===== config.mk =====
export PLATFORM = sky130hd
export DESIGN_NAME = mult_prod_accumulator
export DESIGN_NICKNAME = d
export VERILOG_FILES = /design/src/rtl/mult_prod_accumulator.sv
export SDC_FILE = /design/constraint.sdc
export NUM_CORES = 1
export LEC_CHECK = 0
export ABC_CLOCK_PERIOD_IN_PS = 2850
export BUFFER_PORTS_ARGS = -buffer_cell sky130_fd_sc_hd__buf_2
export CORE_ASPECT_RATIO = 0.75
export CORE_MARGIN = 4
export CORE_UTILIZATION = 50
export DETAILED_ROUTE_END_ITERATION = 10
export PLACE_DENSITY_LB_ADDON = 0.05
export SLEW_MARGIN = 20
export SYNTH_ARGS = -nofsm -noshare
export SYNTH_HDL_FRONTEND = slang
export SYNTH_SLANG_ARGS = --single-unit
export TNS_END_PERCENT = 30

===== constraint.sdc =====
create_clock -name clk -period 2.85 [get_ports clk]
set_input_delay 0.57 -clock clk [delete_from_list [all_inputs] [get_ports clk]]
set_output_delay 0.57 -clock clk [all_outputs]
set_load 0.02 [all_outputs]

===== src/rtl/mult_prod_accumulator.sv =====
// mult_prod_accumulator
// Collects unsigned product words from the 4x4 tree multiplier through a
// valid/ready handshake. It sums a group of terms and presents the group's
// sum, term count and sticky overflow flag on a valid/ready result port.
// A group closes on in_last or when MAX_TERMS terms have been accepted,
// whichever comes first. While a result is held, no new terms are accepted.
module mult_prod_accumulator #(
  parameter int PROD_W    = 8,
  parameter int ACC_W     = 16,
  parameter int MAX_TERMS = 16,
  parameter int CNT_W     = 5
) (
  input  logic              clk,
  input  logic              rst,
  input  logic              in_valid,
  output logic              in_ready,
  input  logic [PROD_W-1:0] in_prod,
  input  logic              in_last,
  output logic              out_valid,
  input  logic              out_ready,
  output logic [ACC_W-1:0]  out_sum,
  output logic [CNT_W-1:0]  out_count,
  output logic              out_ovf
);

  typedef enum logic {
    ACC  = 1'b0,
    DONE = 1'b1
  } state_t;

  state_t             state_q, state_d;
  logic [ACC_W-1:0]   acc_q, acc_d;
  logic [CNT_W-1:0]   count_q, count_d;
  logic               ovf_q, ovf_d;

  logic               accept;
  logic [ACC_W:0]     sumExt;
  logic [CNT_W-1:0]   countInc;
  logic               closeGroup;

  // Handshake qualifiers and the widened add. The extra top bit of sumExt
  // is the carry out of bit ACC_W-1, which feeds the sticky overflow flag.
  always_comb begin
    in_ready   = (state_q == ACC) && !rst;
    accept     = in_valid && in_ready;
    sumExt     = {1'b0, acc_q} + {{(ACC_W + 1 - PROD_W){1'b0}}, in_prod};
    countInc   = count_q + CNT_W'(1);
    closeGroup = in_last || (countInc == CNT_W'(MAX_TERMS));
  end

  // The result port mirrors the held accumulator only while a result is
  // pending. It reads zero otherwise, so it changes only on entering DONE.
  always_comb begin
    out_valid = (state_q == DONE);
    out_sum   = out_valid ? acc_q   : '0;
    out_count = out_valid ? count_q : '0;
    out_ovf   = out_valid ? ovf_q   : 1'b0;
  end

  // Next-state logic. Terms are accepted only in ACC. DONE holds everything
  // until the consumer takes the result, and then clears for the next group.
  always_comb begin
    state_d = state_q;
    acc_d   = acc_q;
    count_d = count_q;
    ovf_d   = ovf_q;
    case (state_q)
      ACC: begin
        if (accept) begin
          acc_d   = sumExt[ACC_W-1:0];
          ovf_d   = ovf_q | sumExt[ACC_W];
          count_d = countInc;
          if (closeGroup) begin
            state_d = DONE;
          end
        end
      end
      DONE: begin
        if (out_ready) begin
          state_d = ACC;
          acc_d   = '0;
          count_d = '0;
          ovf_d   = 1'b0;
        end
      end
      default: begin
        state_d = ACC;
      end
    endcase
  end

  // State and datapath registers. The synchronous reset overrides any
  // handshake in the same cycle, including one that occurs mid-group.
  always_ff @(posedge clk) begin
    if (rst) begin
      state_q <= ACC;
      acc_q   <= '0;
      count_q <= '0;
      ovf_q   <= 1'b0;
    end else begin
      state_q <= state_d;
      acc_q   <= acc_d;
      count_q <= count_d;
      ovf_q   <= ovf_d;
    end
  end

endmodule


==> run summary, run 1 <==
Initial Util: 55.2%
Synth async-reset ratio: 0%
nature of the critical path startpoint: input pin
Mapped Area: 1510 sq um
Synth Area in Simple Gates: 32.0%
Top delay family on crit path: simple AND/OR/NAND/NOR gates
worst path arrival time: 2.70 ns
WL/cell: 13.9 microns
maximum clock frequency: 0.403 GHz
Iteration-0 DRC Markers: 47
Hold Crit Class: flop to flop
Worst slew margin: 43.6%
Post-synth EDFFs: 0
outcome: completed
area leader, netlist: dfxtp_1
crit share post-route: 87.0%
first-pass GRT wire length: 5960 microns
CTS tree: done
clock skew: 0.00227 ns
ANT cells: 0
M1 WL: 1770 microns
Post-Synth XOR/XNOR Area: 4.63%
share of layout cells above drive strength 1: 19.8%
row cnt: 16
CORE AREA: 2740 sq um
main combinational cell family by area after synthesis: simple AND/OR/NAND/NOR gates
Worst Path Max Fanout: 7
worst setup path startpoint: in_prod[0]
Final Core Density: 64.4%
synth top area cells: dfxtp_1, and2_1, ha_1, a21oi_1, o21ai_0
max_cap viols: 0
die width: 71.5 microns
register area: 460 sq um
Worst Path Buf+Inv: 2
Net count, final: 247
FF-to-FF setup slack: 0.38 ns
Fin Setup TNS: 0 ns
pwr dens: 429 nW/um^2
fin. max-slew vios: 0
CTS Root Cell: clkbuf_8
Area Overhead vs Synth: 16.6%
Synth cell types: 40
Post-DP HPWL: 2690 microns
Final ANT Viol Nets: 0
clk buf depth: 2
vias per inst: 5.49
RSZ-0062 raised after global routing: no
Tmin final: 2.48 ns
PostCTS Resize Cnt: 0
Remaining Overflow, GRT: 0
dpl cell area: 1720 sq um
die height: 55.7 microns
post-route cell area: 1770 sq um
vias in the first global route: 1290
clock slew at reported path FFs: 0.08 ns
clk sink count: 23
CTS Buf Count: 3
VDD IR max: 368 uV
Max H-tree Level: 1
Worst Max-Slew Pin Slew: 0.845 ns
sequential share of the synthesized area: 30.4%
worst skew pair latency: 0.27 ns
met3 wire len: 188 microns
Post-synth top flop: dfxtp_1
share of the synthesized area in the top cell type: 30.4%
leakage power: 0.800 nW
crit path cell chain: buf_2 > ha_1 > inv_1 > fa_1 > nand2b_1 > a211oi_1 > o21ai_0 > or4_1 > nand2_1
drt first pass iters: 4
Crit Path Category: input pin to flop
crit path max-delay cell type: or4_1
postcts setup bufs: 0
total wire length: 3590 microns
YS warnings: 0
adder-cell share of the synthesized area: 9.59%
Mapped Cells: 187
Worst EP required: 3.07 ns
largest net degree at the start of global routing: 31
CTS Hold Bufs: 0
synthesized area per cell: 8.10 sq um
Port Buf Inserts: 36
# fillers: 248
GRT Overall Usage: 18.4%
FF-to-FF Start: acc_q[0]
Setup violations, final: 0
worst min-delay path startpoint: ovf_q
slowest cell delay on critical path: 0.54 ns
Die ar.: 3980 sq um
max layer used: met4
final hold violation count: 0
Residual DRC: 0
WL met2: 1610 microns
syn nets: 211
GPL Wtd Cong: 0.836
Yosys reg bits: 23
IO Count: 37
via count: 1416
Synth Area in Compound Gates: 19.1%
initial antenna violation count: 0
Worst setup EP type: flop
multiplexer area fraction after synthesis: 1.32%
multi-input logic area: 1010 sq um
## cell families (layout without fill, tap and decap cells)
logic type / after synthesis / after routing
AO/OA/AOI/OAI: 46 / 46
XOR/XNOR: 8 / 8
adder cells (fa/ha/maj): 11 / 11
buffers and inverters: 10 / 45
flip-flops: 23 / 23
multiplexers: 2 / 2
AND/OR/NAND/NOR: 87 / 87
## path summary, 6_finish.rpt
kind	to	cells after the start
setup reg to reg	acc_q[10]	8
hold / removal	ovf_q	1
setup / recovery	acc_q[10]	9
hold reg to reg	ovf_q	1
## placed cells by master (no fill, tap or decap), types with 3 or more instances in the layout
master	count
buf_2	36
inv_1	3
nand2_1	16
xor2_1	4
xnor2_1	4
a22oi_1	4
or3_1	3
o211ai_1	5
nand3_1	10
o21ai_0	12
nand4_1	3
ha_1	10
and2_1	22
dfxtp_1	23
nand3b_1	4
a21oi_1	14
clkbuf_8	3
nand2b_1	7
nor2_1	12
## power breakdown
part	internal [mW]	switching, mW
Clock	0.100	0.109
Combinational	0.0768	0.111
Sequential	0.341	0.0202
## per-stage QoR
step | setup WS (ns) | power [mW] | hold slack [ns] | std cells
after floorplan | 0.409 | 0.504 | 0.432 | 187
after global placement | 0.119 | 0.549 | 0.444 | 254
after detailed placement | 0.0818 | 0.554 | 0.457 | 254
after CTS | 0.367 | 0.761 | 0.476 | 258
after global routing | 0.151 | 0.801 | 0.508 | 258
final | 0.371 | 0.758 | 0.471 | 258
## cell type report
| type | instances | share of cell area (%) |
|---|---|---|
| Multi-Input combinational cell | 154 | 57.1 |
| Sequential cell | 23 | 26.1 |
| Timing Repair Buffer | 38 | 11.1 |
| Clock buffer | 4 | 2.55 |
| Tap cell | 36 | 2.55 |
| Inverter | 3 | 0.638 |
## state kept, by name (all words and copies together), names as in the netlist
register / cells
acc_q: 16
ovf_q: 1
count_q: 5
out_valid: 1
## synth_stat cells, types with 2 or more instances
cell       n
nor2_1    12
inv_1      3
o211ai_1   5
nand3b_1   4
and2_1    22
nand2b_1   7
nand2_1   16
ha_1      10
mux2i_1    2
or3_1      3
xnor2_1    4
nor3b_1    2
clkbuf_1   6
o21ai_0   12
a31oi_1    2
nand4_1    3
dfxtp_1   23
xor2_1     4
a21oi_1   14
a22oi_1    4
nand3_1   10
## layer usage
layer	vias to the layer above	global-route usage, %
li1	740	-
met1	640	25.2
met2	32	29.2
met3	4	4.69
met4	0	3.22
met5	-	0
Power figures use the tool's default switching activity.
==> inputs of run 2 (changes only) <==
--- a/config.mk
+++ b/config.mk
@@ -7,9 +7,11 @@
 export LEC_CHECK = 0
 export ABC_CLOCK_PERIOD_IN_PS = 2850
 export BUFFER_PORTS_ARGS = -buffer_cell sky130_fd_sc_hd__buf_2
+export CELL_PAD_IN_SITES_DETAIL_PLACEMENT = 0
+export CELL_PAD_IN_SITES_GLOBAL_PLACEMENT = 1
 export CORE_ASPECT_RATIO = 0.75
-export CORE_MARGIN = 4
-export CORE_UTILIZATION = 50
+export CORE_UTILIZATION = 38
+export CTS_CLUSTER_DIAMETER = 50
 export DETAILED_ROUTE_END_ITERATION = 10
 export PLACE_DENSITY_LB_ADDON = 0.05
 export SLEW_MARGIN = 20
==> run summary, run 2 (same netlist as run 1, synthesis figures left out) <==
Remaining Overflow, GRT: 0 (unchanged)
total power: 0.764 mW (+0.91%)
largest net degree at the start of global routing: 26 (-16%)
GPL Wtd Cong: 0.816 (-2.4%)
WL/cell: 14.1 microns (+1.4%)
CTS Root Cell: clkbuf_8
ANT cells: 0 (unchanged)
Initial Util: 40.6% (-15 points)
clk sink count: 23 (unchanged)
outcome: completed
postcts setup bufs: 0 (unchanged)
nature of the critical path startpoint: input pin
via count: 1460 (+3.1%)
max_cap viols: 0 (unchanged)
max reg flops: 16 (unchanged)
share of layout cells above drive strength 1: 20.3% (+0.45 points)
maximum clock frequency: 0.384 GHz (-4.7%)
initial antenna violation count: 0 (unchanged)
dpl cell area: 1740 sq um (+1.2%)
CTS Hold Bufs: 0 (unchanged)
Iteration-0 DRC Markers: 74 (+57%)
most frequent cells in the layout: buf_2, dfxtp_1, and2_1, nand2_1, a21oi_1
post-route cell area: 1790 sq um (+1.2%)
FF-to-FF Start: acc_q[0]
drt first pass iters: 4 (unchanged)
IO Count: 37 (unchanged)
placed cells: 270 (+6.3%)
die width: 74.9 microns (+4.7%)
Area Overhead vs Synth: 18.0%
Net count, final: 247 (unchanged)
first-pass GRT wire length: 6270 microns (+5.1%)
clk buf depth: 2 (unchanged)
Max H-tree Level: 1 (unchanged)
GRT Overall Usage: 19.3% (+0.94 points)
fin. max-slew vios: 0 (unchanged)
RSZ-0062 raised after global routing: no
Residual DRC: 0 (unchanged)
Final ANT Viol Nets: 0 (unchanged)
final non-filler cell total: 274 (+6.2%)
die height: 56.7 microns (+1.8%)
clock slew at reported path FFs: 0.09 ns (about the same)
most common cell after layout, fill and taps aside: buf_2
pwr dens: 428 nW/um^2 (-0.29%)
final hold violation count: 0 (unchanged)
Hold Crit Class: flop to flop
vias in the first global route: 1389 (+7.7%)
CTS tree: done
Die ar.: 4240 sq um (+6.6%)
Post-DP HPWL: 2870 microns (+6.8%)
Largest Register: acc_q
CTS Buf Count: 3 (unchanged)
worst skew pair latency: 0.27 ns (about the same)
Crit Path Category: input pin to flop
worst path arrival time: 2.82 ns (+0.12 ns)
vias per inst: 5.33 (-2.9%)
worst setup path startpoint: in_prod[0]
leakage power: 0.804 nW (+0.45%)
crit share post-route: 91.3% (+4.3 points)
Tmin final: 2.60 ns (+0.123 ns)
total wire length: 3860 microns (+7.7%)
Worst Max-Slew Pin Slew: 0.762 ns (-0.0836 ns)
VDD IR max: 213 uV (-42%)
Worst setup EP type: flop
Worst Path Max Fanout: 7 (unchanged)
biggest regs: acc_q (16), count_q (5)
Setup violations, final: 0 (unchanged)
PostCTS Resize Cnt: 0 (unchanged)
CORE AREA: 3730 sq um (+36%)
Port Buf Inserts: 36 (unchanged)
worst min-delay path startpoint: ovf_q
Worst slew margin: 48.7% (+5.1 points)
clock skew: 0.00334 ns (+0.00107 ns)
row cnt: 19 (+3)
Worst EP required: 3.07 ns (about the same)
[run 2: final timing paths]
check	endpoint	slack, ns	cells past startpoint
max	acc_q[10]	0.25	9
min	ovf_q	0.47	1
max reg2reg	acc_q[10]	0.26	8
min reg2reg	ovf_q	0.47	1
[run 2: final cells by class]
class | count | area, sq um
inverter | 3 | 11.3
fill | 396 | 1950
sequential | 23 | 460
clock buffer | 3 | 41.3
timing repair buffer | 38 | 195
tap | 52 | 65.1
multi-input combinational | 154 | 1010
clock inverter | 1 | 5.00
[run 2: through the flow]
stage / hold WS, ns / setup TNS, ns / setup slack (ns) / utilization [%]
2_1_floorplan: 0.432 / 0 / 0.409 / -
3_3_place_gp: 0.444 / 0 / 0.0773 / 46.6
3_5_place_dp: 0.446 / -0.00500 / -0.00318 / 46.6
4_1_cts: 0.468 / 0 / 0.278 / 47.9
5_1_grt: 0.484 / 0 / 0.0999 / 47.9
6_report: 0.466 / 0 / 0.248 / 47.9
[run 2: where the power goes]
| group | leakage, nW | switching (mW) | internal, mW |
|---|---|---|---|
| Clock | 0.0255 | 0.114 | 0.0978 |
| Sequential | 0.187 | 0.0180 | 0.341 |
| Combinational | 0.591 | 0.117 | 0.0770 |
| Total | 0.804 | 0.249 | 0.516 |
[run 2: routing by layer]
layer | vias to the layer above | wire, microns | share of wire [%] | global-route usage, %
met5 | - | 0 | 0 | 0
met4 | 0 | 36 | 0.93 | 6.20
met3 | 4 | 177 | 4.6 | 5.03
met2 | 46 | 1620 | 42 | 28.8
met1 | 669 | 2030 | 52 | 26.8
li1 | 741 | - | - | -
[run 2: worst max-delay path, cell delays in order]
cell and delay [ns]:
buf_2 0.08, ha_1 0.17, inv_1 0.06, fa_1 0.37, nand2b_1 0.19, a211oi_1 0.37, o21ai_0 0.38, or4_1 0.55
nand2_1 0.08
